--- config.mk ---
export PLATFORM = sky130hd
export DESIGN_NAME = manch_tx_sched
export DESIGN_NICKNAME = d
export VERILOG_FILES = /design/src/rtl/manch_tx_pkg.sv /design/src/rtl/manch_rr_arb2.sv /design/src/rtl/manch_tx_sched.sv
export SDC_FILE = /design/constraint.sdc
export NUM_CORES = 1
export LEC_CHECK = 0
export CORE_MARGIN = 5
export CORE_UTILIZATION = 30
export DETAILED_ROUTE_END_ITERATION = 8
export GPL_ROUTABILITY_DRIVEN = 0
export GPL_TIMING_DRIVEN = 0
export HOLD_SLACK_MARGIN = 0.12
export PLACE_DENSITY_LB_ADDON = 0.15
export SLEW_MARGIN = 20
export SYNTH_ARGS = -nofsm -noshare
export SYNTH_HDL_FRONTEND = slang
export SYNTH_SLANG_ARGS = --single-unit
--- constraint.sdc ---
create_clock -name clk16x -period 2.9 [get_ports clk16x]
set_input_delay 0.87 -clock clk16x [delete_from_list [all_inputs] [get_ports clk16x]]
set_output_delay 0.87 -clock clk16x [all_outputs]
set_load 0.005 [all_outputs]
--- src/rtl/manch_tx_pkg.sv ---
// Shared definitions for the Manchester transmit scheduler.
// Latency: n/a (types and constants only).
// Backpressure: n/a.
package manch_tx_pkg;

    // Default frame-timing limits, all counted in nibble slots.
    localparam int DEF_JABBER_NIB = 3072;
    localparam int DEF_IFG_NIB    = 24;
    localparam int DEF_START_TO   = 16;

    // Width of the shared slot counter; wide enough for any sane limit above.
    localparam int CNT_W = 16;

    typedef enum logic [2:0] {
        ST_IDLE   = 3'd0,
        ST_GRANT  = 3'd1,
        ST_XMIT   = 3'd2,
        ST_JABBER = 3'd3,
        ST_IFG    = 3'd4
    } tx_state_t;

endpackage

--- src/rtl/manch_rr_arb2.sv ---
// Two-requester round-robin arbiter with a last-granted pointer.
// Latency: grant is combinational from req0/req1; pointer updates on take.
// Backpressure: none; the caller decides when a grant is taken.
// Ports: clk16x/reset clock and async reset; req0/req1 requests;
//        take commits the current grant to the pointer; gnt0/gnt1 one-hot or zero.
module manch_rr_arb2 (
    input  logic clk16x,
    input  logic reset,
    input  logic req0,
    input  logic req1,
    input  logic take,
    output logic gnt0,
    output logic gnt1
);

    // 1 = requester 1 won last; reset value makes requester 0 win the first tie.
    logic last1;

    always_comb begin
        gnt0 = 1'b0;
        gnt1 = 1'b0;
        if (req0 && req1) begin
            gnt0 = last1;
            gnt1 = !last1;
        end else begin
            gnt0 = req0;
            gnt1 = req1;
        end
    end

    always_ff @(posedge clk16x or posedge reset) begin
        if (reset) begin
            last1 <= 1'b1;
        end else if (take && (gnt0 || gnt1)) begin
            last1 <= gnt1;
        end
    end

endmodule

--- src/rtl/manch_tx_sched.sv ---
// Schedules two nibble sources onto one Manchester encoder with jabber, start timeout and IFG.
// Latency: grant and encoder outputs register one clk16x cycle after the deciding nib_en.
// Backpressure: rx_busy defers new grants; requests are ignored during IFG.
// Ports: clk16x/reset; nib_en slot strobe; rx_busy carrier sense; req/vld/dat per requester;
//        gnt0/gnt1 grant; enc_txd/enc_tx_en encoder feed; status (jabber, timeout, idle);
//        cntr_clr with frames_sent (wrapping) and jabber_cnt (saturating).
module manch_tx_sched
    import manch_tx_pkg::*;
#(
    parameter int JABBER_NIB = DEF_JABBER_NIB,
    parameter int IFG_NIB    = DEF_IFG_NIB,
    parameter int START_TO   = DEF_START_TO
) (
    input  logic        clk16x,
    input  logic        reset,
    input  logic        nib_en,
    input  logic        rx_busy,
    input  logic        req0,
    input  logic        req1,
    input  logic        vld0,
    input  logic        vld1,
    input  logic [3:0]  dat0,
    input  logic [3:0]  dat1,
    output logic        gnt0,
    output logic        gnt1,
    output logic [3:0]  enc_txd,
    output logic        enc_tx_en,
    output logic        jabber_tx_disable,
    output logic        start_timeout,
    output logic        tx_state_idle,
    input  logic        cntr_clr,
    output logic [15:0] frames_sent,
    output logic [7:0]  jabber_cnt
);

    // Terminal values of the shared slot counter (compared before incrementing).
    localparam logic [CNT_W-1:0] JAB_LAST = CNT_W'(JABBER_NIB - 1);
    localparam logic [CNT_W-1:0] IFG_LAST = CNT_W'(IFG_NIB - 1);
    localparam logic [CNT_W-1:0] TO_LAST  = CNT_W'(START_TO - 1);

    tx_state_t        state_q, state_d;
    logic [1:0]       gnt_q, gnt_d;
    logic [3:0]       txd_q, txd_d;
    logic             tx_en_q, tx_en_d;
    logic [CNT_W-1:0] cnt_q, cnt_d;
    logic             to_d;
    logic             frame_done, jab_evt, arb_take;
    logic             arb_gnt0, arb_gnt1;
    logic             to_q;
    logic [15:0]      frames_q;
    logic [7:0]       jab_q;

    // Only the granted requester's signals are ever looked at.
    logic       sel_req, sel_vld;
    logic [3:0] sel_dat;
    assign sel_req = gnt_q[1] ? req1 : req0;
    assign sel_vld = gnt_q[1] ? vld1 : vld0;
    assign sel_dat = gnt_q[1] ? dat1 : dat0;

    manch_rr_arb2 u_arb (
        .clk16x (clk16x),
        .reset  (reset),
        .req0   (req0),
        .req1   (req1),
        .take   (arb_take),
        .gnt0   (arb_gnt0),
        .gnt1   (arb_gnt1)
    );

    // cnt_q is reused: start-timeout slots in GRANT, nibbles in XMIT, idle slots in IFG.
    always_comb begin
        state_d    = state_q;
        gnt_d      = gnt_q;
        txd_d      = txd_q;
        tx_en_d    = tx_en_q;
        cnt_d      = cnt_q;
        to_d       = 1'b0;
        frame_done = 1'b0;
        jab_evt    = 1'b0;
        arb_take   = 1'b0;
        if (nib_en) begin
            unique case (state_q)
                ST_IDLE: begin
                    if (!rx_busy && (req0 || req1)) begin
                        gnt_d    = {arb_gnt1, arb_gnt0};
                        arb_take = 1'b1;
                        cnt_d    = '0;
                        state_d  = ST_GRANT;
                    end
                end
                ST_GRANT: begin
                    if (!sel_req) begin
                        gnt_d   = 2'b00;
                        state_d = ST_IDLE;
                    end else if (sel_vld) begin
                        txd_d   = sel_dat;
                        tx_en_d = 1'b1;
                        cnt_d   = CNT_W'(1);
                        state_d = ST_XMIT;
                    end else if (cnt_q == TO_LAST) begin
                        gnt_d   = 2'b00;
                        to_d    = 1'b1;
                        state_d = ST_IDLE;
                    end else begin
                        cnt_d = cnt_q + 1'b1;
                    end
                end
                ST_XMIT: begin
                    if (!sel_vld) begin
                        tx_en_d    = 1'b0;
                        gnt_d      = 2'b00;
                        frame_done = 1'b1;
                        cnt_d      = '0;
                        state_d    = ST_IFG;
                    end else if (cnt_q == JAB_LAST) begin
                        // Slot JABBER_NIB itself is cut; the grant stays until req drops.
                        tx_en_d = 1'b0;
                        jab_evt = 1'b1;
                        state_d = ST_JABBER;
                    end else begin
                        txd_d = sel_dat;
                        cnt_d = cnt_q + 1'b1;
                    end
                end
                ST_JABBER: begin
                    if (!sel_req) begin
                        gnt_d   = 2'b00;
                        cnt_d   = '0;
                        state_d = ST_IFG;
                    end
                end
                ST_IFG: begin
                    if (cnt_q == IFG_LAST) begin
                        state_d = ST_IDLE;
                    end else begin
                        cnt_d = cnt_q + 1'b1;
                    end
                end
                default: begin
                    gnt_d   = 2'b00;
                    tx_en_d = 1'b0;
                    state_d = ST_IDLE;
                end
            endcase
        end
    end

    always_ff @(posedge clk16x or posedge reset) begin
        if (reset) begin
            state_q <= ST_IDLE;
            gnt_q   <= 2'b00;
            txd_q   <= 4'h0;
            tx_en_q <= 1'b0;
            cnt_q   <= '0;
            to_q    <= 1'b0;
        end else begin
            state_q <= state_d;
            gnt_q   <= gnt_d;
            txd_q   <= txd_d;
            tx_en_q <= tx_en_d;
            cnt_q   <= cnt_d;
            to_q    <= to_d;
        end
    end

    // Statistics: a clear in the same cycle as an event wins.
    always_ff @(posedge clk16x or posedge reset) begin
        if (reset) begin
            frames_q <= 16'h0000;
            jab_q    <= 8'h00;
        end else if (cntr_clr) begin
            frames_q <= 16'h0000;
            jab_q    <= 8'h00;
        end else begin
            if (frame_done) begin
                frames_q <= frames_q + 16'h0001;
            end
            if (jab_evt && (jab_q != 8'hFF)) begin
                jab_q <= jab_q + 8'h01;
            end
        end
    end

    assign gnt0              = gnt_q[0];
    assign gnt1              = gnt_q[1];
    assign enc_txd           = txd_q;
    assign enc_tx_en         = tx_en_q;
    assign jabber_tx_disable = (state_q == ST_JABBER);
    assign start_timeout     = to_q;
    assign tx_state_idle     = (state_q == ST_IDLE);
    assign frames_sent       = frames_q;
    assign jabber_cnt        = jab_q;

endmodule
# Word-level counts from Yosys, hierarchy flattened
# Index checks and enable logic that the tools add are counted.
[op_classes]
muxes = 59
n_mul = 0
n_reduce_logical = 19
n_lt_le_gt_ge = 0
bitwise_logic = 2
eq_ne = 23
n_shift = 0
n_div = 0
add_sub_neg = 3
[op_table]
columns = ["cell", "n"]
rows = [
  ["16-bit 2-to-1 mux", 10],
  ["16-bit one-hot mux with 5 select lines", 1],
  ["16-bit by 1-bit adder with 16-bit output, second input constant", 2],
  ["3-bit 2-to-1 mux", 8],
  ["1-bit 2-to-1 mux", 23],
  ["4-bit 2-to-1 mux", 5],
  ["16-bit by 12-bit equality test with 1-bit output, second input constant", 1],
  ["16-bit by 4-bit equality test with 1-bit output, second input constant", 1],
  ["16-bit by 5-bit equality test with 1-bit output, second input constant", 1],
  ["8-bit 2-to-1 mux", 2],
  ["2-bit != test, second input constant", 8],
  ["3-bit != test, second input constant", 5],
  ["3-bit one-hot mux with 5 select lines", 1],
  ["2-bit 2-to-1 mux", 6],
  ["6-bit AND reduction", 2],
  ["2-bit one-hot mux with 5 select lines", 1],
  ["8-bit by 1-bit adder with 8-bit output, second input constant", 1],
  ["8-bit != test, second input constant", 1],
  ["4-bit one-hot mux with 2 select lines", 1],
  ["8-bit AND reduction", 1],
  ["7-bit AND reduction", 1],
  ["3-bit by 2-bit equality test with 1-bit output, second input constant", 2],
  ["2-bit nonzero test", 3],
  ["5-bit AND reduction", 1],
  ["other kinds (12)", 18],
]
[totals]
romBits = 0
ram_bits = 0
latchBits = 0
mem_count = 0
register_bits = 52
word_cells = 115

# Longest topological paths before layout
# Gate-level depths: netlist (run 1).
[depth]
word_depth = 8
ltp_mapped = 9

# Modules after synthesis
# A second synthesis (run 1) with hierarchy kept.
[unflattened]
cells_unflattened = 342
hier_area_um2 = 3194.3
[modules_own_cells]
columns = ["mod", "instances", "area_per_inst_um2", "cells_per_inst", "seq_area_each_um2"]
rows = [
  ["manch_tx_sched", 1, 3134.3, 335, 1276.2],
  ["manch_rr_arb2", 1, 60.1, 7, 26.3],
]

# Worst setup path before layout (run 1)
# No wires, ideal clock.
[synth_path]
kind = "in2reg"
start = "input port req1"
end = "register cnt_q[3]"
slack_ns = 0.301
setup_ns = 0.080
t_arrival_ns = 2.519
path_buffers = 1
cell_stages = 7
path_cell_list = "mux2i_1 xnor2_1 o22ai_1 a221o_2 buf_6 or4_1 o211ai_2"
[synth_via]
elab_chain_len = 4
[synth_lines]
columns = ["item", "line_no", "source"]
rows = [
  ["start, declared", "manch_tx_sched.sv:19", "input logic req1,"],
  ["1-bit logical OR", "manch_tx_sched.sv:84", "if (!rx_busy && (req0 || req1)) begin"],
  ["1-bit logical AND", "manch_tx_sched.sv:84", ""],
  ["2-bit by 1-bit != test with 1-bit output (no source line)", "n/a", ""],
  ["8-bit AND reduction (no source line) *", "n/a", ""],
  ["end signal, assigned", "manch_tx_sched.sv:161", "cnt_q <= cnt_d;"],
  ["end, declared", "manch_tx_sched.sv:45", "logic [CNT_W-1:0] cnt_q, cnt_d;"],
]
# Every way passes the cells marked *; elsewhere a longest branch is shown, timed or not.
# A chain may end at the register's enable or synchronous reset.

# Worst setup path in the final report (run 1)
# Ends and elaborated chain as after synthesis.

==> results of run 1 <==
[cell type report]
type	count	area (um^2)	share of cell area [%]
Sequential cell	52	1300	34.9
Clock inverter	3	21.3	0.569
Tap cell	133	166	4.45
Buffer	15	82.6	2.21
Inverter	6	25.0	0.670
Multi-Input combinational cell	243	1570	42.1
Clock buffer	5	68.8	1.84
Timing Repair Buffer	50	498	13.3
[per-layer routing]
metal,wire (um),up-vias
li1,-,1257
met1,3420,1186
met2,3480,49
met3,330,7
met4,79,0
met5,0,-
[cell families after synthesis]
family	count (synthesis)	share of synthesized area [%]
flip-flops	52	44.3
AND/OR/NAND/NOR	138	24.4
XOR/XNOR	22	6.56
buffers and inverters	22	3.62
multiplexers	12	4.17
AO/OA/AOI/OAI	67	15.2
adder cells (fa/ha/maj)	4	1.70
[worst max-delay path: stages]
cell	delay (ns)
clkdlybuf4s50_1	0.59
mux2i_4	0.12
xnor2_1	0.20
o22ai_1	0.15
a221o_2	0.43
buf_6	0.16
or4_1	0.52
o211ai_2	0.07
[synthesized netlist by cell type (all sizes together), types with 4 or more instances]
cell type  number  share of area [%]
a21oi          12                2.0
nor2           43                5.6
nand3          16                2.7
nor3            7                1.2
or4             4                1.1
and4            4                1.2
and3            9                1.9
o21ai          24                4.1
clkbuf          9                1.1
buf             7                1.7
mux2i          10                3.4
nand2          21                2.7
o31ai           9                2.3
dfrtp          51                 43
nand4          10                2.1
inv             6               0.77
xor2           16                4.8
nand2b          7                1.5
ha              4                1.7
xnor2           6                1.8
[sequential cells by signal (all words and copies together) (netlist names)]
signal	count
start_timeout	1
jabber_cnt	8
gnt_q	2
frames_sent	16
cnt_q	16
u_arb.last1	1
enc_tx_en	1
state_q	3
enc_txd	4
[report_power, final]
group,internal (W),switching [W]
Sequential,0.000815,0.0000701
Clock,0.000172,0.000267
Combinational,0.000437,0.000521
[stage by stage]
stage	setup TNS (ns)	utilization, %	instance area [um^2]	std cells	power (W)
2_1_floorplan	0	-	2940	317	0.00149
3_3_place_gp	-29.97	37.0	3580	498	0.00179
3_5_place_dp	-8.80	37.0	3590	498	0.00180
4_1_cts	0	38.2	3700	506	0.00227
5_1_grt	-0.0125	38.6	3740	507	0.00246
6_report	0	38.6	3740	507	0.00228
[worst paths after layout]
| kind | start | end | slack (ns) | depth (start not counted) |
|---|---|---|---|---|
| min | cnt_q[9] | cnt_q[9] | 0.50 | 1 |
| max reg2reg | cnt_q[7] | cnt_q[5] | 0.26 | 8 |
| min reg2reg | cnt_q[9] | cnt_q[9] | 0.50 | 1 |
| max | req1 | cnt_q[3] | 0.02 | 8 |
| min in group asynchronous | reset | jabber_cnt[6] | 1.01 | 2 |
| max in group asynchronous | reset | cnt_q[0] | 1.44 | 2 |
[timing repair]
item,in CTS,in global routing
gates resized for setup,4,7
endpoints found under the setup margin,16,17
pin swaps,0,0
hold endpoints to repair,0,0
setup buffers,0,2
==> flow_summary.json, run 1 <==
{
  "grtUsageMet3_pct": 2.43,
  "overflow": 0,
  "leakage_nw": 1.53,
  "cp.arrival_ns": 3.11,
  "hold_path_class": "flip-flop to flip-flop",
  "synth.avg_cell_area_um2": 9.27,
  "fill_cells": 995,
  "tightest_slew_ns": 0.856,
  "grt_use_met1_pct": 17.1,
  "cts.clk_slew.worst_paths_ns": 0.10,
  "skew_ns": 0.0127,
  "drc_errors": 0,
  "finalSetupViolCount": 0,
  "path_max_fanout": 10,
  "final_nets": 394,
  "clkLatencyLatePin_ns": 0.31,
  "grt_use_total_pct": 13.0,
  "synth-async-reset-ratio_pct": 100,
  "port_buffers": 48,
  "vdd_ir_drop_max_mv": 0.232,
  "hold_viol_final": 0,
  "start_util_pct": 30.3,
  "cp.required_ns": 3.13,
  "dp_slack_ns": -0.414,
  "slew_viol_final": 0,
  "yosys_register_bits": 52,
  "p_per_area_nw_per_um2": 611,
  "ctsHtreeMaxLevel": 2,
  "synth_edf_count": 0,
  "ys.flop_type": "dfrtp_1",
  "rsz0062_at_grt": "yes",
  "whs_ns": 0.501,
  "cts_buffers": 5,
  "yosys_warnings": 0,
  "grt_first_pass_wirelength_um": 12500,
  "use_met2_pct": 22.2,
  "syn_nets": 338,
  "drtPass1Iterations": 4,
  "cts.sinks": 52,
  "status": "finished, final reports clean",
  "top_usage_layer": "met2",
  "layout_commonest_cell": "dfrtp_1",
  "core_um2": 9680,
  "routed_wl_um": 7310,
  "synth_area_um2": 2940,
  "end_kind": "flip-flop",
  "synth_cell_types": 57,
  "fin_crit_ns": 2.88,
  "clock_tree.buffer_depth": 2,
  "wl_per_cell_um": 14.4,
  "antenna_found_initial": 0,
  "relSlewSlack_pct": 42.5,
  "maxCapViolCount": 0,
  "drive_gt1_share_pct": 8.82,
  "clock.fmax_mhz": 347,
  "grt_pass1_vias": 2535,
  "diodes": 0,
  "drt_iter0_drc": 101,
  "die_w_um": 109,
  "setup_ws_ns": 0.0175,
  "synthCells": 317,
  "io_pins": 51,
  "fp-row-count": 36,
  "die-area_um2": 11900,
  "path_class": "input port to flip-flop",
  "die-height_um": 109,
  "fin_crit_sh_pct": 99.4,
  "root_buffer": "clkbuf_8",
  "setup.worst_path.start_class": "input port",
  "grt_max_degree": 53,
  "hold_buffers": 0,
  "ys_seq_area_share_pct": 44.3,
  "ant_nets": 0,
  "tritoncts": "yes",
  "avgViaCountPerCell": 4.93,
  "area_growth_pct": 27.2,
  "final_cell_mix": "51 x dfrtp_1, 47 x clkdlybuf4s50_1, 42 x nor2_1, 21 x nand2_1",
  "dpl.hpwl_um": 5200,
  "vias": 2499
}
(Power assumes the default switching activity.)
==> inputs of run 2 (changes only) <==
--- a/config.mk
+++ b/config.mk
@@ -8,7 +8,6 @@
 export CORE_MARGIN = 5
 export CORE_UTILIZATION = 30
 export DETAILED_ROUTE_END_ITERATION = 8
-export GPL_ROUTABILITY_DRIVEN = 0
 export GPL_TIMING_DRIVEN = 0
 export HOLD_SLACK_MARGIN = 0.12
 export PLACE_DENSITY_LB_ADDON = 0.15
==> constraint.sdc (replaced) <==
create_clock -name clk16x -period 3.66 [get_ports clk16x]
set_input_delay 1.098 -clock clk16x [delete_from_list [all_inputs] [get_ports clk16x]]
set_output_delay 1.098 -clock clk16x [all_outputs]
set_load 0.005 [all_outputs]
==> run 2 against run 1 <==
Flip-flop and latch count stayed put. Utilization is 0.61 points lower. First-iteration DRC count is 5.0% higher. Die area stayed put. Cell area is 1.6% lower. Wire length is 1.8% lower. Combinational power is 26% lower. Clock skew hardly changed. Worst hold slack better by 0.0010 ns. Non-clock buffer count is 1 lower. Sequential share of layout area is 0.56 points higher. Critical path type unchanged.
==> flow_summary.json, run 2 (synthesis results as in run 1) <==
{
  "status": "finished, final reports clean",
  "skew_ns": 0.0127,
  "start_util_pct": 30.3,
  "place.gp.congestion": 0.795,
  "cp_slowest_stage_delay_ns": 0.52,
  "holdCritStartpoint": "cnt_q[9]",
  "cts.clk_slew.worst_paths_ns": 0.10,
  "grt_pass1_vias": 2535,
  "cp-startpoint": "req1",
  "maxCapViolCount": 0,
  "rr_startpoint": "cnt_q[7]",
  "grt_first_pass_wirelength_um": 12500,
  "worst_path_max_delay_cell": "or4_1",
  "finalSetupViolCount": 0,
  "final_cell_mix": "51 x dfrtp_1, 48 x clkdlybuf4s50_1, 42 x nor2_1, 21 x nand2_1",
  "end_kind": "flip-flop",
  "hold_buffers": 0,
  "path_max_fanout": 10,
  "fp-row-count": 36,
  "layout_commonest_cell": "dfrtp_1",
  "drc_errors": 0,
  "area_growth_pct": 25.2,
  "post-cts-setup-buffer-count": 0,
  "fin_crit_sh_pct": 89.1,
  "regArea_um2": 1300,
  "final_nets": 393,
  "fin_crit_ns": 3.26,
  "diodes": 0,
  "ctsHtreeMaxLevel": 2,
  "cp.required_ns": 3.89,
  "port_buffers": 48,
  "clock_tree.buffer_depth": 2,
  "overflow": 0,
  "leakage_nw": 1.49,
  "multi_input_area_um2": 1530,
  "hold_path_class": "flip-flop to flip-flop",
  "routed_wl_um": 7180,
  "fin_tns_setup_ns": 0,
  "setup.worst_path.start_class": "input port",
  "drt_iter0_drc": 106,
  "clkLatencyLatePin_ns": 0.31,
  "ctsResizeCount": 0,
  "tightest_slew_ns": 0.856,
  "cp.arrival_ns": 3.49,
  "die_w_um": 109,
  "io_pins": 51,
  "dpl.hpwl_um": 5200,
  "path_class": "input port to flip-flop",
  "p_per_area_nw_per_um2": 478,
  "tritoncts": "yes",
  "die-height_um": 109,
  "antenna_found_initial": 0,
  "drtPass1Iterations": 4,
  "ant_nets": 0,
  "drive_gt1_share_pct": 6.43,
  "vias": 2496,
  "fill_cells": 1000,
  "avgViaCountPerCell": 4.93,
  "clock.fmax_mhz": 306,
  "hold_viol_final": 0,
  "cts.sinks": 52,
  "cts_buffers": 5,
  "root_buffer": "clkbuf_8",
  "post-route-cell-area_um2": 3680,
  "dpl-instance-area_um2": 3590,
  "wl_per_cell_um": 14.2,
  "die-area_um2": 11900,
  "slew_viol_final": 0,
  "grt_use_total_pct": 13.0,
  "core_um2": 9680,
  "grt_max_degree": 53,
  "vdd_ir_drop_max_mv": 0.228,
  "relSlewSlack_pct": 42.5,
  "rsz0062_at_grt": "no",
  "crit_chain": "clkdlybuf4s50_1 -> mux2i_1 -> xnor2_1 -> o22ai_1 -> a221o_2 -> buf_6 -> or4_1 -> o211ai_2"
}
[run 2: changes by cell type in the layout (fill, tap and decap cells not counted), moves of 2 or more]
cell / delta
nor3_2: -3
clkbuf_2: -2
clkbuf_1: +3
buf_4: -2
nor3_1: +3
mux2i_1: +2
[run 2: final cells by class]
class,count,area share [%]
multi-input cells,243,41.6
flip-flops and latches,52,35.4
repair buffers,48,13.1
well taps,133,4.53
plain buffers,16,2.28
clock buffers,5,1.87
inverters,6,0.681
clock inverters,3,0.578
[run 2: path summary, 6_finish.rpt]
kind	endpoint	slack (ns)	cells after the start
setup / recovery	cnt_q[3]	0.40	8
hold / removal	cnt_q[9]	0.50	1
setup reg to reg	cnt_q[5]	1.00	8
hold reg to reg	cnt_q[9]	0.50	1
max in group asynchronous	cnt_q[0]	1.97	2
min in group asynchronous	jabber_cnt[6]	1.24	2
[run 2: per-stage QoR]
step           setup WS [ns]  hold slack [ns]  std cells  power, W  utilization [%]
5_1_grt                0.246            0.548        506   0.00190             38.0
4_1_cts                0.431            0.509        506   0.00179             38.0
6_report               0.397            0.502        506   0.00176             38.0
3_5_place_dp           0.118            0.485        498   0.00143             37.0
3_3_place_gp           0.109            0.478        498   0.00142             37.0
2_1_floorplan          0.833            0.455        317   0.00118                -
[run 2: metal layers]
metal	up-vias	routed length [um]	global-route usage, %	part of all wire, %
met3	7	339	2.43	4.7
li1	1258	-	-	-
met5	-	0	0	0
met1	1180	3330	17.1	46
met4	0	81	3.16	1.1
met2	51	3440	22.2	48
[run 2: power breakdown]
group,internal [W],total (W),switching (W)
logic,0.000321,0.000709,0.000389
registers,0.000645,0.000701,0.0000552
clock network,0.000137,0.000346,0.000210
[run 2: worst max-delay path, delay by kind of cell]
| family | cells | cell delay (ns) |
|---|---|---|
| compound gates | 3 | 0.62 |
| buf+inv | 2 | 0.63 |
| xor+xnor | 1 | 0.18 |
| mux | 1 | 0.44 |
| simple gates | 1 | 0.52 |
